<file path="src/rtl/sd_adc.sv">
// First-order sigma-delta ADC back end: comparator feedback flop, windowed ones
// counter decimator, and a 2^LPF_DEPTH-tap moving-average filter.
`timescale 1ns/1ps
module sd_adc #(
    parameter int WIDTH     = 8,
    parameter int ACC_WIDTH = 10,
    parameter int LPF_DEPTH = 3
) (
    input  logic             clk,
    input  logic             ares,
    input  logic             cmp,
    output logic             sdm,
    output logic [WIDTH-1:0] q,
    output logic             wr
);

    localparam int NTAP = 1 << LPF_DEPTH;
    localparam int SW   = WIDTH + LPF_DEPTH;
    localparam logic [ACC_WIDTH:0] RAW_MAX = (ACC_WIDTH+1)'((1 << WIDTH) - 1);

    // Assert asynchronously, release on a clock edge so every flop leaves reset together.
    logic rst_n;
    always_ff @(posedge clk or negedge ares) begin
        if (!ares) rst_n <= 1'b0;
        else       rst_n <= 1'b1;
    end

    logic [ACC_WIDTH-1:0] win;
    logic [ACC_WIDTH:0]   ones;
    logic [WIDTH-1:0]     raw;
    logic                 stb;
    logic [WIDTH-1:0]     hist [NTAP];
    logic [SW-1:0]        sum;

    logic                 terminal;
    logic [ACC_WIDTH:0]   count_final;
    logic [ACC_WIDTH:0]   count_shift;
    logic [WIDTH-1:0]     raw_next;
    logic [SW-1:0]        sum_upd;

    always_comb begin
        terminal    = &win;
        count_final = ones + {{ACC_WIDTH{1'b0}}, sdm};
        count_shift = count_final >> (ACC_WIDTH - WIDTH);
        // Only a window of all ones overflows WIDTH bits after the shift.
        raw_next    = (count_shift > RAW_MAX) ? RAW_MAX[WIDTH-1:0] : count_shift[WIDTH-1:0];
        sum_upd     = sum + SW'(raw) - SW'(hist[NTAP-1]);
    end

    // The sdm flop is the sampling point for the asynchronous comparator.
    always_ff @(posedge clk or negedge rst_n) begin
        if (!rst_n) begin
            sdm  <= 1'b0;
            win  <= '0;
            ones <= '0;
            raw  <= '0;
            stb  <= 1'b0;
        end else begin
            sdm <= cmp;
            win <= win + 1'b1;
            stb <= terminal;
            if (terminal) begin
                raw  <= raw_next;
                ones <= '0;
            end else begin
                ones <= count_final;
            end
        end
    end

    always_ff @(posedge clk or negedge rst_n) begin
        if (!rst_n) begin
            for (int i = 0; i < NTAP; i++) hist[i] <= '0;
            sum <= '0;
            q   <= '0;
            wr  <= 1'b0;
        end else begin
            wr <= stb;
            if (stb) begin
                hist[0] <= raw;
                for (int i = 1; i < NTAP; i++) hist[i] <= hist[i-1];
                sum <= sum_upd;
                q   <= WIDTH'(sum_upd >> LPF_DEPTH);
            end
        end
    end

endmodule

</file>
<file path="config.mk">
export PLATFORM = sky130hd
export DESIGN_NAME = sd_adc
export DESIGN_NICKNAME = d
export VERILOG_FILES = /design/src/rtl/sd_adc.sv
export SDC_FILE = /design/constraint.sdc
export NUM_CORES = 1
export LEC_CHECK = 0
export ABC_AREA = 1
export CORE_MARGIN = 3
export CORE_UTILIZATION = 35
export CTS_CLUSTER_DIAMETER = 100
export DETAILED_ROUTE_END_ITERATION = 10
export GPL_TIMING_DRIVEN = 0
export PLACE_DENSITY = 0.59
export SLEW_MARGIN = 5
export SYNTH_ARGS = -nofsm -noshare
export SYNTH_HDL_FRONTEND = slang
export SYNTH_SLANG_ARGS = --single-unit
</file>
<file path="constraint.sdc">
create_clock -name clk -period 3.2 [get_ports clk]
set_clock_uncertainty 0.1 [all_clocks]
set_input_delay 0.8 -clock clk [delete_from_list [all_inputs] [get_ports clk]]
set_output_delay 0.8 -clock clk [all_outputs]
set_load 0.005 [all_outputs]
</file>
==> metrics.txt <==
outcome finished, final reports clean; GRT Util Overall 0.137; fin area 5770 sq um; total core area 14,100 sq um; routability-driven placement congestion ratio 0.858; Die H 127 um; Slew Limit Fails 0; H-tree levels 3; final wirelength 10,200 um; Worst path max stage delay 540 ps; GR Overflow Total 0; CP Cell Sequence inv_1 -> fa_1 -> inv_1 -> fa_1 -> nand2_1 -> nand3_1 -> nand2_1 -> inv_1 -> nand2_1 -> nand3b_1 -> nand3_1 -> nand2_1; Worst EP arrival 2520 ps; total clock buffers created by CTS 9; Initial Util 0.362; met2 Use GR 0.225; CP Launch Type flip-flop; Reg clk slew, reported paths 70 ps; Worst setup EP type flip-flop; gr busiest metal met2; initial antenna violation count 0; Post-Place Worst Slack 834 ps; post-route setup slack 822 ps; CTS sink cnt 108; Crit-path slowest cell fa_1; first-pass GRT wire length 17,900 um; vias in the first global route 3,874; syn_nets 621; Post-CTS Hold Buffers 0; HPWL Detailed 7350 um; DRT Pass-1 Iters 4; RSZ-0062 raised after global routing false; Buffers on Ports 12; kind of critical path reg -> reg; Worst-Margin Slew 653 ps; share of layout cells above drive strength 1 0.0736; maximum vdd drop 0.279 mV; Layout Utilization 0.410; Seq/Total Area, Yosys 0.529; library cells used by synthesis 31; Final Hold Fails 0; Warnings, synthesis 0; fin crit share 0.743; max_slew headroom 0.565; f_max 421 MHz; Lkg Pwr 3.08 nW; Placed Area 5480 sq um; Synth top area share 0.529; Die ar. 16,100 sq um; vias per inst 4.64; CP most frequent cell nand2_1; Max Cap Viol 0; pin count of the biggest net entering global routing 61; # setup viols final 0; DR DRC count 0; Layout Nets 645; average wire per standard cell 12.7 um; worst-path fanout max 3; Die X 127 um; cell row count 43; power density cells 476 nW/um^2; n_diodes 0; WP data required 3340 ps; CTS tree yes; CP delay by family, top adder cells; met1 usage 0.179; Layout area overhead 13.1%; largest area contributor in the netlist dfrtp_1; Syn Area/Cell 8.57 sq um; Top Ports 13; main area contributors after synthesis dfrtp_1 (53%), nand2_1 (17%), inv_1 (5.3%), ha_1 (3.4%), fa_1 (3.1%); Final Power 2.75 mW; setup bufs post-CTS 0; post-synthesis register bit count 108; worst skew pair latency 350 ps; Max clock buf depth 2; cell area after synthesis 5100 sq um; CTS root buf clkbuf_16; worst min-delay path category reg -> async; Mapped Cells 596; met3 Usage GRT 0.0354; clock period minus worst slack 2380 ps; Critical path buffers and inverters 3; post-route ant nets 0; DR iter-0 viols 214; post_cts resized 0; via count 3,735; TNS Setup 0 ps
==> path summary, 6_finish.rpt <==
path / depth (start not counted) / slack (ps) / end / startpoint
hold / removal: 0 / 260 / hist[50] / rst_n
max in group asynchronous: 1 / 2040 / hist[55] / rst_n
min in group clk: 0 / 330 / wr / stb
setup / recovery: 12 / 820 / sum[8] / raw[1]
setup reg to reg: 12 / 820 / sum[8] / raw[1]
hold reg to reg: 0 / 260 / hist[50] / rst_n
==> worst reg2reg max path: cells and delay by family, from the launching register on <==
| family | cells | cell delay [ps] |
|---|---|---|
| adder cells (fa/ha/maj) | 2 | 1020 |
| AND/OR/NAND/NOR | 7 | 590 |
| buffers and inverters | 3 | 230 |
| flip-flops | 1 | 350 |
==> layout by cell type, fill, tap and decap left out, drive strengths merged, types with 8 or more instances in the layout <==
master / count
clkdlybuf4s50: 12
nand2: 239
o21ai: 33
ha: 14
a21oi: 10
inv: 75
dfrtp: 108
fa: 8
nand3: 20
clkbuf: 24
buf: 11
nor2: 32
xor2: 11
nand4: 8
==> state kept, by name, indices dropped and copies added, names as in the netlist, 8 cells and up <==
register	count
sum	11
win	10
hist	64
raw	8
ones	11
==> cells in the mapped netlist, drive strengths merged <==
master  count
a21oi      10
buf        10
clkbuf     14
clkinv      1
conb        1
dfrtp     108
fa          8
ha         14
inv        74
nand2     239
nand3      20
nand3b      2
nand4       8
nor2       32
nor3        4
o21ai      33
o21bai      2
o22ai       3
xnor2       2
xor2       11
==> routing by layer <==
layer,routed length (um),up-vias
li1,-,1870
met3,282,9
met2,4980,37
met1,4820,1819
met4,123,0
met5,0,-
==> cell families after synthesis <==
| kind of cell | share of synthesized area |
|---|---|
| AND/OR/NAND/NOR | 0.252 |
| flip-flops | 0.529 |
| buffers and inverters | 0.0801 |
| AO/OA/AOI/OAI | 0.0495 |
| adder cells (fa/ha/maj) | 0.0657 |
| XOR/XNOR | 0.0223 |
| other | 0.000735 |
==> per-stage QoR <==
step	hold slack, ps	cells
floorplan	269	596
finish	262	805
detailed placement	297	789
global placement	324	788
global route	331	805
CTS	305	805
==> final cells by class <==
| cell class | count | area (sq um) |
|---|---|---|
| Sequential cell | 108 | 2710 |
| Clock inverter | 6 | 62.6 |
| Multi-Input combinational cell | 389 | 1990 |
| Fill cell | 1425 | 8320 |
| Inverter | 75 | 287 |
| Clock buffer | 10 | 229 |
| Timing Repair Buffer | 13 | 148 |
| Buffer | 24 | 123 |
| Tap cell | 180 | 225 |
==> power breakdown <==
part           internal [mW]  switching [mW]  leakage (nW)
registers               1.41          0.0636          1.43
clock network          0.608           0.495         0.147
logic                 0.0640           0.107          1.50
No activity file was read; power rests on OpenSTA's default activity.
